**config.mk**
```make
export PLATFORM = sky130hd
export DESIGN_NAME = dcache_wt
export DESIGN_NICKNAME = d
export VERILOG_FILES = /design/src/rtl/dcache_wt.sv
export SDC_FILE = /design/constraint.sdc
export NUM_CORES = 1
export LEC_CHECK = 0
export ABC_CLOCK_PERIOD_IN_PS = 4800
export BUFFER_PORTS_ARGS = -buffer_cell sky130_fd_sc_hd__buf_2
export CORE_UTILIZATION = 25
export DETAILED_ROUTE_END_ITERATION = 10
export PLACE_DENSITY = 0.53
export SYNTH_ARGS = -nofsm -noshare
export SYNTH_HDL_FRONTEND = slang
export SYNTH_SLANG_ARGS = --single-unit
```
**constraint.sdc**
```tcl
create_clock -name clk -period 4.8 [get_ports clk]
set_clock_uncertainty 0.15 [all_clocks]
set_input_delay 0.48 -clock clk [delete_from_list [all_inputs] [get_ports clk]]
set_output_delay 0.48 -clock clk [all_outputs]
set_load 0.03 [all_outputs]
```
**src/rtl/dcache_wt.sv**
```systemverilog
// rtl/dcache_wt.sv - direct-mapped write-through no-allocate data cache
// Optional hit/miss counters are enabled by defining DCACHE_STATS_EN.
module dcache_wt #(
  parameter int         INDEX_BITS = 4,
  parameter int         MEM_LAT    = 1,
  parameter logic [2:0] LD_WORD    = 3'b010,
  parameter logic [1:0] ST_WORD    = 2'b11
) (
  input  logic        clk,
  input  logic        nrst,
  input  logic        core_req,
  input  logic        core_we,
  input  logic [14:0] core_addr,
  input  logic [31:0] core_wdata,
  output logic        core_ready,
  output logic        core_done,
  output logic [31:0] core_rdata,
  output logic [14:0] address,
  output logic [31:0] dmem_wdata,
  output logic [2:0]  load_control,
  output logic [1:0]  store_control,
  input  logic [31:0] dmem_rdata
`ifdef DCACHE_STATS_EN
  ,
  output logic [15:0] hit_cnt,
  output logic [15:0] miss_cnt
`endif
);

  localparam int LINES = 1 << INDEX_BITS;
  localparam int TAG_W = 13 - INDEX_BITS;

  typedef enum logic [1:0] {IDLE, FILL, STORE, DONE} state_t;

  state_t             state_q, state_d;
  logic [3:0]         cnt_q, cnt_d;
  logic               core_ready_q, core_ready_d;
  logic               core_done_q, core_done_d;
  logic [31:0]        core_rdata_q, core_rdata_d;
  logic [14:0]        address_q, address_d;
  logic [31:0]        dmem_wdata_q, dmem_wdata_d;
  logic [1:0]         store_control_q, store_control_d;
  logic [LINES-1:0]   valid_q, valid_d;
  logic [TAG_W-1:0]   tag_q  [LINES];
  logic [31:0]        data_q [LINES];

  logic [INDEX_BITS-1:0] req_idx, lat_idx;
  logic [TAG_W-1:0]      req_tag, lat_tag;
  logic                  req_hit, lat_hit;
  logic                  line_we;
  logic [31:0]           line_data_d;
  logic                  unused_addr_bits;

  assign unused_addr_bits = ^core_addr[1:0];

  assign req_idx = core_addr[INDEX_BITS+1:2];
  assign req_tag = core_addr[14:INDEX_BITS+2];
  assign lat_idx = address_q[INDEX_BITS+1:2];
  assign lat_tag = address_q[14:INDEX_BITS+2];
  assign req_hit = valid_q[req_idx] && (tag_q[req_idx] == req_tag);
  assign lat_hit = valid_q[lat_idx] && (tag_q[lat_idx] == lat_tag);

`ifdef DCACHE_STATS_EN
  logic [15:0] hit_cnt_q, hit_cnt_d;
  logic [15:0] miss_cnt_q, miss_cnt_d;
`endif

  always_comb begin
    state_d         = state_q;
    cnt_d           = cnt_q;
    core_ready_d    = core_ready_q;
    core_done_d     = core_done_q;
    core_rdata_d    = core_rdata_q;
    address_d       = address_q;
    dmem_wdata_d    = dmem_wdata_q;
    store_control_d = store_control_q;
    valid_d         = valid_q;
    line_we         = 1'b0;
    line_data_d     = dmem_rdata;
`ifdef DCACHE_STATS_EN
    hit_cnt_d       = hit_cnt_q;
    miss_cnt_d      = miss_cnt_q;
`endif
    case (state_q)
      IDLE: begin
        if (core_req && core_ready_q) begin
          address_d    = {core_addr[14:2], 2'b00};
          core_ready_d = 1'b0;
          if (core_we) begin
            dmem_wdata_d    = core_wdata;
            store_control_d = ST_WORD;
            state_d         = STORE;
          end else if (req_hit) begin
            core_rdata_d = data_q[req_idx];
            core_done_d  = 1'b1;
            state_d      = DONE;
`ifdef DCACHE_STATS_EN
            if (hit_cnt_q != 16'hFFFF) hit_cnt_d = hit_cnt_q + 16'd1;
`endif
          end else begin
            cnt_d   = 4'(MEM_LAT);
            state_d = FILL;
`ifdef DCACHE_STATS_EN
            if (miss_cnt_q != 16'hFFFF) miss_cnt_d = miss_cnt_q + 16'd1;
`endif
          end
        end
      end
      FILL: begin
        // The count reaching 1 marks the last cycle the address has been held.
        if (cnt_q == 4'd1) begin
          line_we          = 1'b1;
          line_data_d      = dmem_rdata;
          valid_d[lat_idx] = 1'b1;
          core_rdata_d     = dmem_rdata;
          core_done_d      = 1'b1;
          state_d          = DONE;
        end else begin
          cnt_d = cnt_q - 4'd1;
        end
      end
      STORE: begin
        store_control_d = 2'b00;
        if (lat_hit) begin
          line_we     = 1'b1;
          line_data_d = dmem_wdata_q;
        end
        core_done_d = 1'b1;
        state_d     = DONE;
      end
      DONE: begin
        core_done_d  = 1'b0;
        core_ready_d = 1'b1;
        state_d      = IDLE;
      end
      default: state_d = IDLE;
    endcase
  end

  always_ff @(posedge clk or negedge nrst) begin
    if (!nrst) begin
      state_q         <= IDLE;
      cnt_q           <= 4'd0;
      core_ready_q    <= 1'b1;
      core_done_q     <= 1'b0;
      core_rdata_q    <= 32'd0;
      address_q       <= 15'd0;
      dmem_wdata_q    <= 32'd0;
      store_control_q <= 2'b00;
      valid_q         <= '0;
    end else begin
      state_q         <= state_d;
      cnt_q           <= cnt_d;
      core_ready_q    <= core_ready_d;
      core_done_q     <= core_done_d;
      core_rdata_q    <= core_rdata_d;
      address_q       <= address_d;
      dmem_wdata_q    <= dmem_wdata_d;
      store_control_q <= store_control_d;
      valid_q         <= valid_d;
    end
  end

  // Tag/data contents need no reset; the valid bits gate every use.
  always_ff @(posedge clk) begin
    if (line_we) begin
      data_q[lat_idx] <= line_data_d;
      tag_q[lat_idx]  <= lat_tag;
    end
  end

`ifdef DCACHE_STATS_EN
  always_ff @(posedge clk or negedge nrst) begin
    if (!nrst) begin
      hit_cnt_q  <= 16'd0;
      miss_cnt_q <= 16'd0;
    end else begin
      hit_cnt_q  <= hit_cnt_d;
      miss_cnt_q <= miss_cnt_d;
    end
  end

  assign hit_cnt  = hit_cnt_q;
  assign miss_cnt = miss_cnt_q;
`endif

  assign core_ready    = core_ready_q;
  assign core_done     = core_done_q;
  assign core_rdata    = core_rdata_q;
  assign address       = address_q;
  assign dmem_wdata    = dmem_wdata_q;
  assign store_control = store_control_q;
  assign load_control  = LD_WORD;

endmodule

```
# Word-level counts from Yosys, hierarchy flattened
# Memories as Yosys holds them, arrays and structs flattened.
# Cells that the tools add are included.
# op_classes
n_addsub	1
order_cmp	3
eq_ne	13
mux	38
bitwise	1
n_reduce_logical	17
# ops
op	count
32-bit two-way mux	6
32-bit case mux with 2 select lines	1
9-bit equality test	2
4-bit two-way mux	4
16-bit OR	1
2-bit != test, second input constant	7
1-bit two-way mux	12
2-bit two-way mux	6
4-bit by 5-bit < comparator with 1-bit output, second input constant	2
5-bit AND reduction	2
1-bit binary-select mux with 4-bit select	2
2-bit case mux with 4 select lines	1
4-bit case mux with 2 select lines	1
2-bit AND reduction	4
3-bit AND reduction	2
2-bit nonzero test	3
1-bit demux with 4-bit select	1
2-bit equality test, second input constant	2
4-bit by 1-bit equality test with 1-bit output, second input constant	1
4-bit by 1-bit greater-or-equal comparator with 1-bit output, second input constant	1
1-bit logical AND	4
1-bit case mux with 2 select lines	2
1-bit case mux with 4 select lines	1
2-bit case mux with 2 select lines	1
4 further kinds	4
# totals
reg_bits	103
ramBits	656
input_bits	83
out_inout_bits	86
mem_count	2
# memory_table
name	words	word_bits	read_ports	rd_clocked_by_memory_dff	wr	line	text
data_q	16	32	1	0	1	45	logic [31:0] data_q [LINES];
tag_q	16	9	2	0	1	44	logic [TAG_W-1:0] tag_q [LINES];

# Longest topological paths before layout
# logic_depth
depth_word	7
depth_mapped	12
mapped_depth_nobuf	8

# Least setup slack after synthesis
# OpenSTA, ideal clock, no wires.
# synth_timing
kind	reg2reg
start	register address_q[3] (netlist: address[3])
end	memory data_q[7][0] (enable)
arrival_time_ns	4.825
slack_ns	-0.614
path_stages_with_launch	10
n_path_buf	2
period_less_slack_ns	5.414
path_cell_list	dfrtp_1 -> buf_2 -> buf_1 -> mux4_2 -> mux4_2 -> xnor2_1 -> nand4_1 -> nor4_4 -> o2111ai_1 -> nor2_1
# synth_via
elab_chain_len	7
word_cells_on_any_way	9
# synth_rtl
element	line	text
start, declared	40	logic [14:0] address_q, address_d;
start signal, assigned	157	address_q <= address_d;
memory read 16 x 9 bit or 1-bit binary-select mux with 4-bit select (tied branches)	-	
9-bit equality test or 1-bit two-way mux (tied branches)	61	assign lat_hit = valid_q[lat_idx] && (tag_q[lat_idx] == lat_tag);
1-bit logical AND	61	
1-bit two-way mux	124	if (lat_hit) begin
1-bit case mux with 2 select lines	84	case (state_q)
1-bit two-way mux	166	if (line_we) begin
1-bit two-way mux (implied by the code)	167	data_q[lat_idx] <= line_data_d;
end, declared	45	
# Parallel ways exist; a longest one is shown, timed or not. The select of a mux whose other input is x is not followed.

# Worst setup path after layout
# layout_timing
start	register address_q[3] (netlist: address[3])
end	memory data_q[10][6] (data pin)
# layout_via
elab_chain_len	5
word_cells_on_any_way	7
# layout_rtl
element	line	text
memory read 16 x 9 bit or 1-bit binary-select mux with 4-bit select (tied branches)	-	
9-bit equality test or 1-bit two-way mux (tied branches)	61	
1-bit logical AND *	61	
32-bit two-way mux *	124	
32-bit two-way mux *	-	
net line_data_d[6]	51	logic [31:0] line_data_d;
# Mark *: on every way through the listed nets, which the timed path passes. The rest lies on a longest branch. The select of a mux whose other input is x is not followed.

==> flow_summary.yaml <==
place:
  numPortBuffers: 161
  hpwl_um: 48900
  routabilityCongestion: 0.765
  post-place-cells: 3282
die:
  die_w_um: 355
  row_count: 129
  die_h_um: 355
  io_pins: 169
  die_area_um2: 126000
  start_util: 0.252
  core_um2: 124000
setup_path:
  startpoint: "address[3]"
  r2r-end: "data_q[10][6]"
  cp-start-kind: "flop"
  crit_end: "data_q[10][6]"
  crit_required_ns: 4.94
  cpMaxStageDelayCell: "dfrtp_2"
  critPathTopFamily: "multiplexers"
  critPathMaxFanout: 34
  cp_data_arrival_time_ns: 4.57
  crit_buf_inv: 1
  cp_cell_sequence: "mux4_2 > mux4_2 > xnor2_1 > nand4_1 > nor4_4 > buf_12 > mux2_1"
  max_stage_delay_ns: 0.97
  cp_common_cell: "mux4_2"
  reg2regPathDepth: 7
  cp.depth: 7
  r2r-start: "address[3]"
  worstSetupEndpointType: "flop"
  worstSetupPathType: "flop to flop"
  rrSetupSlack_ns: 0.36
cells_and_area:
  finalNonFillerCells: 3486
  final_util: 0.307
  mostFrequentLayoutCell: "edfxtp_1"
  multi_input_area_um2: 8620
  nNetsFinal: 1868
  syn_to_final_growth_pct: 21.9
  drive_gt1_frac: 0.382
  seqCellArea_um2: 22300
  most-common-layout-cells: "edfxtp_1, mux4_2, buf_2"
  nFillCells: 11897
global_route:
  grt_pass1_wl_um: 118000
  first_global_vias: 17032
  grt_max_degree: 69
  overflow: 0
  antenna_found_initial: 4
  track_usage: 0.128
power_and_ir_drop:
  power.internal_uw: 12900
  p_switching_uw: 5520
  power_density_nw_per_um2: 486
  power_uw: 18500
  p_comb_frac: 0.198
  switching_share: 0.299
  p_clk_frac: 0.348
  ir_worst_vdd_uv: 324
  p_seq_frac: 0.454
  leakagePower_uw: 0.0127
cts:
  cts_resized: 0
  cts_buffer_depth: 3
  cts_max_level: 3
  root_buffer: "clkbuf_16"
  ctsHoldBuffers: 51
  clk_pin_slew_worst_paths_ns: 0.06
  cts_num_sinks: 758
  cts_made_buffers: 81
  cts_setup_buffers: 0
  cts_tree: "done"
  insertion_delay_ns: 0.65
synth:
  synth_flop_cell: "edfxtp_1"
  netlist_area_um2: 31200
  yosysUniqueCellTypes: 53
  async_reset_ff_frac: 0.135
  synth.avg_cell_area_um2: 20.8
  synth_enable_flop_cells: 656
  ys_seq_area_frac: 0.713
  synthCells: 1502
  synth-seq-cells: 758
  synth_warnings: 0
sta:
  finalHoldViolCount: 0
  timing.final.crit_period_ns: 4.44
  worst_pin_slew_ns: 1.02
  setup_viol: 0
  maxSlewHeadroom: 0.323
  fmax_mhz: 225
  period_share: 0.924
  slew_violations: 0
  rsz0062_at_grt: "no"
status:
  violations: "DRC"
  outcome: "finished with violations"
drt:
  drtAntennaViolNets: 0
  drc_errors: 28
  viasPerCell: 4.52
  first_pass_iters: 8
  first_iter_violations: 1025
  routed_wl_um: 80900
  wl_per_cell_um: 23.2
  vias: 15754
hold_path:
  holdPathStages: 3
  holdCritPathClass: "primary input to flop"
run:
  cap_violations: 0
==> cells in the mapped netlist, types with 6 or more instances <==
cell / n / share of area
dfrtp_1: 101 / 0.081
nand2_1: 112 / 0.013
o21bai_1: 16 / 0.0039
xnor2_1: 13 / 0.0037
nor2_1: 25 / 0.0030
ha_1: 6 / 0.0024
clkbuf_1: 40 / 0.0048
o21ai_0: 10 / 0.0016
buf_2: 16 / 0.0026
mux4_2: 245 / 0.18
mux2_1: 30 / 0.011
buf_1: 21 / 0.0025
edfxtp_1: 656 / 0.63
mux2i_1: 35 / 0.011
buf_4: 10 / 0.0024
mux2_2: 79 / 0.029
inv_1: 8 / 0.00096
a21oi_1: 8 / 0.0013
==> cell type report <==
type                    count  share of cell area
diodes                      2            0.000132
flip-flops and latches    758               0.585
multi-input cells         645               0.227
inverters                  11             0.00109
repair buffers            282              0.0600
well taps                1637              0.0539
clock inverters            49              0.0162
clock buffers             102              0.0567
==> routing by layer <==
| layer | vias to the layer above | track usage | part of all wire |
|---|---|---|---|
| met5 | - | 0 | 0.000099 |
| li1 | 6725 | - | - |
| met3 | 110 | 0.0247 | 0.053 |
| met1 | 8511 | 0.162 | 0.41 |
| met4 | 2 | 0.0367 | 0.023 |
| met2 | 406 | 0.224 | 0.51 |
==> how the worst min path moves through the flow <==
| stage | endpoint | from | slack [ns] |
|---|---|---|---|
| floorplan | address[10] | nrst | 0.03 |
| global placement | valid_q[15] | valid_q[15] | 0.33 |
| detailed placement | valid_q[7] | valid_q[7] | 0.34 |
| CTS | core_rdata[16] | dmem_rdata[16] | 0.0003 |
| global route | core_rdata[16] | dmem_rdata[16] | 0.03 |
| finish | cnt_q[2] | core_we | 0.04 |
==> registers in the layout, summed over array words and instances, names as in the netlist <==
signal and flops:
data_q 512, state_q 2, address 13, core_ready 1, valid_q 16, core_rdata 32
core_done 1, cnt_q 4, store_control 1, dmem_wdata 32, tag_q 144
==> worst register-to-register path: cells and delay by family, from the launching register on <==
kind                   cells  cell delay, ns
AND/OR/NAND/NOR            2            0.84
flip-flops                 1            0.97
buffers and inverters      1            0.34
multiplexers               3            1.54
XOR/XNOR                   1            0.23
==> through the flow <==
| stage | setup TNS (ns) | setup slack (ns) | cell area [um^2] | hold WS (ns) |
|---|---|---|---|---|
| global placement | 0 | 0.444 | 34700 | 0.334 |
| CTS | 0 | 0.301 | 38000 | 0.000296 |
| global route | 0 | 0.194 | 38000 | 0.0311 |
| finish | 0 | 0.364 | 38000 | 0.0411 |
| detailed placement | 0 | 0.355 | 34700 | 0.338 |
| floorplan | -320.82 | -0.614 | 31200 | 0.0344 |
==> power by group through the flow <==
stage                     Sequential (uW)  Combinational (uW)  Clock, uW
after floorplan                      8850                1920          0
after global placement               8510                3650          0
after detailed placement             8540                3680          0
after CTS                            8410                3730       6590
after global routing                 8470                3920       6810
final                                8380                3660       6430
==> kinds of logic (layout without fill, tap and decap cells) <==
| family | Yosys count | count (layout) | synth area share |
|---|---|---|---|
| xor+xnor | 17 | 17 | 0.00477 |
| buf+inv | 102 | 444 | 0.0151 |
| flops | 758 | 758 | 0.713 |
| mux | 389 | 389 | 0.227 |
| fa+ha+maj | 6 | 6 | 0.00241 |
| other cells | 2 | 7 | 0.000241 |
| compound gates | 58 | 58 | 0.0129 |
| simple gates | 170 | 170 | 0.0238 |
Power figures use the tool's default switching activity.
